[src/rtl/rsa_key_builder.sv]
// rsa_key_builder: requests a prime pair from the prime generator, forms
// n = P*Q and phi = (P-1)*(Q-1) with shift-add multipliers, then runs a binary
// gcd of e against phi and re-requests primes whenever gcd(e, phi) != 1.
// Optional build macro KEY_RETRY_LIMIT_EN: abort with error after MAX_RETRIES
// rejected pairs; without it retries are unbounded and error stays 0.
module rsa_key_builder #(
    parameter int WORD_WIDTH  = 32,
    parameter int MAX_RETRIES = 8
) (
    input  logic                    clk,
    input  logic                    rst,
    input  logic                    start,
    input  logic [WORD_WIDTH-1:0]   e,
    output logic                    busy,
    output logic                    done,
    output logic                    key_valid,
    output logic                    error,
    output logic [2*WORD_WIDTH-1:0] n,
    output logic [2*WORD_WIDTH-1:0] phi,
    output logic [7:0]              retries,
    output logic                    pg_start,
    input  logic                    pg_done,
    input  logic [WORD_WIDTH-1:0]   pg_p,
    input  logic [WORD_WIDTH-1:0]   pg_q
);

    localparam int PW    = 2 * WORD_WIDTH;
    localparam int CNT_W = (WORD_WIDTH > 1) ? $clog2(WORD_WIDTH) : 1;

`ifdef KEY_RETRY_LIMIT_EN
    localparam bit LIMIT_EN = 1'b1;
`else
    localparam bit LIMIT_EN = 1'b0;
`endif

    typedef enum logic [2:0] {
        IDLE,
        CHECK_E,
        REQ,
        WAIT_PG,
        MUL,
        GCD,
        DONE
    } state_t;

    state_t state;
    state_t state_next;

    logic [WORD_WIDTH-1:0] e_reg;
    logic [WORD_WIDTH-1:0] mplier_n;
    logic [WORD_WIDTH-1:0] mplier_phi;
    logic [PW-1:0]         mcand_n;
    logic [PW-1:0]         mcand_phi;
    logic [PW-1:0]         acc_n;
    logic [PW-1:0]         acc_phi;
    logic [PW-1:0]         acc_n_next;
    logic [PW-1:0]         acc_phi_next;
    logic [PW-1:0]         gcd_a;
    logic [PW-1:0]         gcd_b;
    logic [CNT_W-1:0]      bit_cnt;

    logic e_bad;
    logic mul_last;
    logic gcd_finished;
    logic gcd_coprime;
    logic limit_hit;

    // Shared decision terms used by both the FSM and the datapath
    always_comb begin
        e_bad        = (e_reg < WORD_WIDTH'(3)) || !e_reg[0];
        mul_last     = (bit_cnt == CNT_W'(WORD_WIDTH - 1));
        acc_n_next   = acc_n + (mplier_n[0] ? mcand_n : '0);
        acc_phi_next = acc_phi + (mplier_phi[0] ? mcand_phi : '0);
        gcd_finished = (gcd_b == '0);
        gcd_coprime  = (gcd_a == PW'(1));
        limit_hit    = LIMIT_EN && (retries == 8'(MAX_RETRIES));
    end

    // State register
    always_ff @(posedge clk or posedge rst) begin
        if (rst) begin
            state <= IDLE;
        end else begin
            state <= state_next;
        end
    end

    // Next-state logic
    always_comb begin
        state_next = state;
        case (state)
            IDLE:    if (start) state_next = CHECK_E;
            CHECK_E: state_next = e_bad ? DONE : REQ;
            REQ:     state_next = WAIT_PG;
            WAIT_PG: if (pg_done) state_next = MUL;
            MUL:     if (mul_last) state_next = GCD;
            GCD: begin
                if (gcd_finished) begin
                    if (gcd_coprime || limit_hit) begin
                        state_next = DONE;
                    end else begin
                        state_next = REQ;
                    end
                end
            end
            DONE:    state_next = IDLE;
            default: state_next = IDLE;
        endcase
    end

    // Handshake and status outputs decoded from the state
    always_comb begin
        busy     = (state != IDLE);
        done     = (state == DONE);
        pg_start = (state == REQ);
    end

    // Operand latching, multipliers, gcd iteration and result registers
    always_ff @(posedge clk or posedge rst) begin
        if (rst) begin
            e_reg      <= '0;
            mplier_n   <= '0;
            mplier_phi <= '0;
            mcand_n    <= '0;
            mcand_phi  <= '0;
            acc_n      <= '0;
            acc_phi    <= '0;
            gcd_a      <= '0;
            gcd_b      <= '0;
            bit_cnt    <= '0;
            n          <= '0;
            phi        <= '0;
            retries    <= '0;
            key_valid  <= 1'b0;
            error      <= 1'b0;
        end else begin
            case (state)
                IDLE: begin
                    if (start) begin
                        e_reg     <= e;
                        retries   <= '0;
                        key_valid <= 1'b0;
                        error     <= 1'b0;
                        n         <= '0;
                        phi       <= '0;
                    end
                end
                WAIT_PG: begin
                    if (pg_done) begin
                        mcand_n    <= PW'(pg_p);
                        mcand_phi  <= PW'(pg_p - WORD_WIDTH'(1));
                        mplier_n   <= pg_q;
                        mplier_phi <= pg_q - WORD_WIDTH'(1);
                        acc_n      <= '0;
                        acc_phi    <= '0;
                        bit_cnt    <= '0;
                    end
                end
                MUL: begin
                    acc_n      <= acc_n_next;
                    acc_phi    <= acc_phi_next;
                    mcand_n    <= mcand_n << 1;
                    mcand_phi  <= mcand_phi << 1;
                    mplier_n   <= mplier_n >> 1;
                    mplier_phi <= mplier_phi >> 1;
                    bit_cnt    <= bit_cnt + CNT_W'(1);
                    if (mul_last) begin
                        gcd_a <= PW'(e_reg);
                        gcd_b <= acc_phi_next;
                    end
                end
                GCD: begin
                    if (gcd_finished) begin
                        if (gcd_coprime) begin
                            n         <= acc_n;
                            phi       <= acc_phi;
                            key_valid <= 1'b1;
                        end else if (limit_hit) begin
                            error <= 1'b1;
                        end else if (retries != 8'hFF) begin
                            retries <= retries + 8'd1;
                        end
                    end else if (!gcd_b[0]) begin
                        gcd_b <= gcd_b >> 1;
                    end else if (gcd_a > gcd_b) begin
                        gcd_a <= gcd_b;
                        gcd_b <= gcd_a;
                    end else begin
                        gcd_b <= gcd_b - gcd_a;
                    end
                end
                default: begin
                end
            endcase
        end
    end

endmodule

[config.mk]
export PLATFORM = sky130hd
export DESIGN_NAME = rsa_key_builder
export DESIGN_NICKNAME = d
export VERILOG_FILES = /design/src/rtl/rsa_key_builder.sv
export SDC_FILE = /design/constraint.sdc
export NUM_CORES = 2
export LEC_CHECK = 0
export ABC_AREA = 1
export ABC_CLOCK_PERIOD_IN_PS = 25600
export BUFFER_PORTS_ARGS = -buffer_cell sky130_fd_sc_hd__clkbuf_2
export CORE_MARGIN = 2
export CORE_UTILIZATION = 40
export CTS_BUF_LIST = sky130_fd_sc_hd__clkbuf_8
export DETAILED_ROUTE_END_ITERATION = 6
export PLACE_DENSITY = 0.53
export SLEW_MARGIN = 15
export SYNTH_ARGS = -nofsm -noshare
export SYNTH_HDL_FRONTEND = slang
export SYNTH_SLANG_ARGS = --single-unit
[constraint.sdc]
create_clock -name clk -period 25.6 [get_ports clk]
set_input_delay 2.56 -clock clk [delete_from_list [all_inputs] [get_ports clk]]
set_output_delay 2.56 -clock clk [all_outputs]
set_load 0.01 [all_outputs]
After elaboration in Yosys (flattened, before gate mapping). Cells that the tools add are included. Widths: inputs -> output; s select.

Shift-type cells: 0. Bitwise logic cells: 0. Add/subtract/negate cells: 7. $lt $le $gt $ge: 2. Equal/unequal tests: 19. Muxes and demuxes: 48. Reductions and logical operators: 15. Multipliers: 0. Div/mod/pow operators: 0.

Operator list (count): $mux 64 (18); $pmux 64 s2 (8); $add 64x64->64 (2); $pmux 32 s2 (2); $eq 64x1->1 const B (1); $gt 64x64->1 (1); $logic_not 64->1 (1); $mux 32 (2); $sub 64x64->64 (1); $sub 32x1->33 const B (1); $lt 32x2->1 const B (1); $mux 8 (4); $sub 32x1->32 const B (1); $ne 2x2->1 const B (10); $mux 3 (6); $pmux 3 s6 (1); $pmux 8 s2 (1); $pmux 5 s2 (1); $reduce_and 5->1 (2); $eq 3x3->1 const B (3); $add 8x1->8 const B (1); $ne 8x8->1 const B (1); $reduce_and 4->1 (2); $eq 3x2->1 const B (2); other kinds (13) (18).

Bits in registers: 625. Output and inout port bits: 141. Input port bits: 100. Logic and storage cells: 106. ROM bits: 0. Memory bits (writable): 0. Bits in latches: 0. Memories: 0.

Depth between registers and ports, before layout.
Depth after elaboration: 5. Gate-level depth with buffers: 22. Depth with buffers taken out: 20.

Worst setup path before layout. No wires, ideal clock.

Path kind: input port to flip-flop. Start: input pg_p[0]. End: register mcand_phi[32]. Arrival time: 4.144 ns. Required time: 25.518 ns. Setup time: 0.082 ns. Path buffers: 1. Stages on the path: 13. Setup slack: 21.374 ns. Path through: inv_1 ha_1 nand3_1 nor2_1 nand2_1 nor2_2 nand3_1 nor2_2 nand3_1 nor3_1 nand2_1 buf_2 a31oi_1.

Cells in the longest elaborated chain, start to end: 3.

RTL lines: start: declaration (RTL line 23) `input logic [WORD_WIDTH-1:0] pg_p,`; $sub 32x1->33 (RTL line 151) `mcand_phi <= PW'(pg_p - WORD_WIDTH'(1));`; $mux 64 (RTL line 149) `if (pg_done) begin`; $pmux 64 s2 (RTL line 137) `case (state)`; end signal: assignment (RTL line 151); end signal: assignment (RTL line 163) `mcand_phi <= mcand_phi << 1;`; end: declaration (RTL line 53) `logic [PW-1:0] mcand_phi;`.

No other way between the ends. The select of a mux whose other input is x is not followed. A chain may end at the register's enable or synchronous reset.

Final worst setup path.
Start: register state[0]. End: register phi[37].

Cells in the longest elaborated chain, start to end: 3. Elaborated cells between the ends (all ways): 8. Those cells by class: eq/ne (4); mux (1); reduce/logical (3).

RTL lines: start: declaration (RTL line 46) `state_t state;`; start signal: assignment (RTL line 84) `state <= state_next;`; $eq 3x3->1 / $logic_not 3->1 (equally long branches) (RTL line 137); $ne 2x2->1 (no line) / $reduce_bool 2->1 (equally long branches); $reduce_and 4->1 (no line); end signal: assignment (RTL line 176) `phi <= acc_phi;`; end: declaration (RTL line 19) `output logic [2*WORD_WIDTH-1:0] phi,`.

Several ways; a longest one is shown, not always the timed one.

==> results.txt <==
----------------------------------------------------
[Status]
  Outcome ... finished, final reports clean

[CTS]
  Level count of the clock H-tree ... 3
  Clock edge transition at the registers on the reported setup and hold paths ... 0.06 ns
  Library cell used as clock root buffer ... sky130_fd_sc_hd__clkbuf_8
  Clock latency on the worst-skew pair ... 0.82 ns
  Post-CTS Setup Bufs ... 0
  CTS Buf Count ... 114
  Clock tree from TritonCTS ... done
  Number of buffers on the longest clock path ... 3
  Clk sinks ... 625
  Post-CTS Hold Fix Bufs ... 0
  Number of instances resized during post-cts repair ... 0

[Global routing]
  Wire length of the first global-routing pass ... 260000 µm
  Number of global-route vias before repair ... 44500
  Number of antenna violations at the first check in global routing ... 10
  Global-route total usage across every layer ... 0.285
  Largest net degree at the start of global routing ... 201
  Grt total ovfl ... 0

[Timing]
  Clock period minus worst slack ... 5.17 ns
  Total of endpoints with negative setup slack in the final report ... 0
  Unrepaired setup endpoints after global routing ... no
  Worst slew slack as a fraction of its limit ... 0.243
  Final-layout setup total negative slack ... 0 ns
  Actual transition at the worst max-transition pin ... 1.13 ns
  Number of endpoints with negative hold slack in the final report ... 0
  Final clock period utilization by the worst path ... 0.202
  Final slew viol count ... 0
  Least setup slack across all paths after layout ... 20.43 ns
  Highest clock rate ... 193 MHz
  Setup clock skew after layout ... 0.0742 ns

[Synth]
  Proportion of register bits with asynchronous set or reset after synthesis ... 1.00
  Number of enable flip-flop cells after synthesis ... 0
  Mean area per synthesized cell ... 6.38 µm²
  Distinct cells, synth ... 61
  Synthesis warning total ... 0
  Count leader, synth ... sky130_fd_sc_hd__nand2_1
  Largest cells by area after synthesis ... sky130_fd_sc_hd__dfrtp_1 (34%), sky130_fd_sc_hd__nand2_1 (20%), sky130_fd_sc_hd__inv_1 (9.9%), sky130_fd_sc_hd__nor2_1 (5.3%), sky130_fd_sc_hd__ha_1 (5.3%)
  Post-Syn Area ... 0.0463 mm²
  Register bit total from synthesis ... 625
  Syn_nets ... 7563
  Most frequent cells after synthesis ... sky130_fd_sc_hd__nand2_1 (2515), sky130_fd_sc_hd__inv_1 (1218), sky130_fd_sc_hd__nor2_1 (653)
  Primary FF master, synth ... sky130_fd_sc_hd__dfrtp_1
  Portion of the post-synthesis area used by sequential elements ... 0.337
  Share of the synthesized area in the top cell type ... 0.337
  Number of standard cells after synthesis ... 7265
  Largest area contributor in the netlist ... sky130_fd_sc_hd__dfrtp_1

[Floorplan]
  Number of top-level pins ... 241
  Area of the core region ... 0.115 mm²
  Row Count ... 124
  Die outline width ... 344 µm
  Die outline area ... 0.119 mm²
  Effective utilization at floorplan ... 0.404
  Die Ht ... 344 µm

[Place]
  Worst slack after detailed placement ... 19.58 ns
  Placer's final routability congestion estimate ... 0.985
  Count of input and output buffers ... 239
  Hpwl dp ... 132000 µm

[Worst setup path]
  Largest fanout on the critical path ... 86
  Most frequent CP cell ... sky130_fd_sc_hd__inv_2
  Req. time, crit path ... 26.32 ns
  Stage delay of the slowest cell on the critical path ... 0.75 ns
  Type of the setup path with the least slack ... reg -> reg
  Slowest-stage cell, CP ... sky130_fd_sc_hd__buf_4
  Data arrival time of the worst path ... 5.89 ns
  Critical-path cell list ... inv_2 > nor2_2 > nand2_4 > inv_2 > buf_4 > nand4_1 > nor2_1 > nand2_1 > nand2_1 > nand3_4 > nor2_4 > buf_4 > inv_2 > o21ai_0
  Kind of start point of the critical path ... flop
  Nature of the critical path endpoint ... flop

[Route]
  Iter 0 DRT Violations ... 3147
  Total number of vias ... 46200
  DR vias/cell ... 5.11
  Post-route DRC violation count ... 0
  Antenna-violating nets left ... 0
  Routed length per instance ... 18.9 µm
  WL final ... 171000 µm
  Number of iterations in the first detailed-routing pass ... 6

[Power and ir drop]
  IR Drop Worst-Case VDD ... 0.0000891 V
  Static Leakage ... 28.1 nW
  Total power of the final layout ... 0.00776 W
  Total power per unit cell area ... 152 mW/mm²

[Cells and area]
  Finished Core Util ... 0.445
  Final layout net count ... 7723
  Filler Cell Count ... 12500
  Proportion of layout cells with a drive suffix above 1 ... 0.0821
  Area Growth Syn to Fin ... 10.2%

[Flow run]
  Number of max-cap violations ... 0

[Worst hold path]
  Hold crit path type ... reg -> reg

----------------------------------------------------
[cell families (layout without fill, tap and decap cells)]
logic type | after synthesis | after routing | share of synthesized area
AOI/OAI and AO/OA | 1066 | 1066 | 0.135
xor gates and xnor gates | 72 | 72 | 0.0136
DFF | 625 | 625 | 0.337
buffers and inverters | 1476 | 1725 | 0.125
other | 1 | 11 | 0.0000809
adders and majority gates | 198 | 198 | 0.0539
and+or+nand+nor | 3827 | 3827 | 0.335
[metal layers]
| layer | global-route usage | vias up | part of all wire |
|---|---|---|---|
| met3 | 0.0269 | 279 | 0.042 |
| met1 | 0.380 | 21600 | 0.45 |
| met2 | 0.474 | 1142 | 0.47 |
| met4 | 0.115 | 2 | 0.041 |
| met5 | 0 | - | 0.000053 |
| li1 | - | 23200 | - |
[final timing paths]
path	end	depth (start not counted)	from	slack [ns]
hold / removal	n[50]$_DFFE_PP0P_	2	n[50]$_DFFE_PP0P_	0.48
setup reg to reg	phi[37]$_DFFE_PP0P_	14	state[0]$_DFFE_PP0P_	20.43
min in group asynchronous	phi[9]$_DFFE_PP0P_	2	rst	1.89
max in group asynchronous	n[50]$_DFFE_PP0P_	5	rst	20.65
setup / recovery	phi[37]$_DFFE_PP0P_	14	state[0]$_DFFE_PP0P_	20.43
hold reg to reg	n[50]$_DFFE_PP0P_	2	n[50]$_DFFE_PP0P_	0.48
[per-stage QoR]
stage                     cell area [µm²]  hold WS, ns  std cells
after floorplan                     46300        0.448       7265
after global placement              48700        0.463       8820
after detailed placement            48700        0.464       8820
after CTS                           51000        0.483       9025
after global routing                51100        0.497       9036
final                               51100        0.480       9036
[cell usage in the layout, fill, tap and decap left out, types with 34 or more instances in the layout]
| master | synthesis | final |
|---|---|---|
| sky130_fd_sc_hd__ha_1 | 195 | 195 |
| sky130_fd_sc_hd__o21ai_0 | 344 | 344 |
| sky130_fd_sc_hd__nor4_1 | 42 | 42 |
| sky130_fd_sc_hd__a21oi_1 | 310 | 310 |
| sky130_fd_sc_hd__o211ai_1 | 34 | 34 |
| sky130_fd_sc_hd__nor2_1 | 653 | 650 |
| sky130_fd_sc_hd__clkbuf_2 | 0 | 239 |
| sky130_fd_sc_hd__nand4_1 | 60 | 60 |
| sky130_fd_sc_hd__a31oi_1 | 78 | 78 |
| sky130_fd_sc_hd__nor3_1 | 51 | 51 |
| sky130_fd_sc_hd__o22ai_1 | 58 | 58 |
| sky130_fd_sc_hd__xor2_1 | 36 | 36 |
| sky130_fd_sc_hd__clkbuf_8 | 0 | 143 |
| sky130_fd_sc_hd__inv_1 | 1218 | 1256 |
| sky130_fd_sc_hd__o21ai_1 | 42 | 42 |
| sky130_fd_sc_hd__dfrtp_1 | 625 | 623 |
| sky130_fd_sc_hd__nand2_1 | 2515 | 2515 |
| sky130_fd_sc_hd__xnor2_1 | 36 | 36 |
| sky130_fd_sc_hd__nand3_1 | 392 | 391 |
| sky130_fd_sc_hd__o21ai_2 | 63 | 63 |
[layout make-up]
class	instances	area, µm²	area share
multi-input combinational	5164	25000	0.489
sequential	625	15600	0.306
inverter	1250	4710	0.0923
clock buffer	143	1970	0.0385
tap	1512	1890	0.0371
timing repair buffer	270	1460	0.0286
clock inverter	62	377	0.00738
antenna	10	25.0	0.000490
[worst max-delay path, delay by kind of cell (launching register included)]
family | cells | cell delay (ns)
AO/OA/AOI/OAI | 1 | 0.35
buffers and inverters | 5 | 2.76
flip-flops | 1 | 0.43
AND/OR/NAND/NOR | 8 | 1.39
[power breakdown]
group / internal (W) / switching [W] / total (W)
logic: 0.00151 / 0.00342 / 0.00494
clock network: 0.000524 / 0.000459 / 0.000983
registers: 0.00144 / 0.000395 / 0.00184
(Power assumes the default switching activity.)
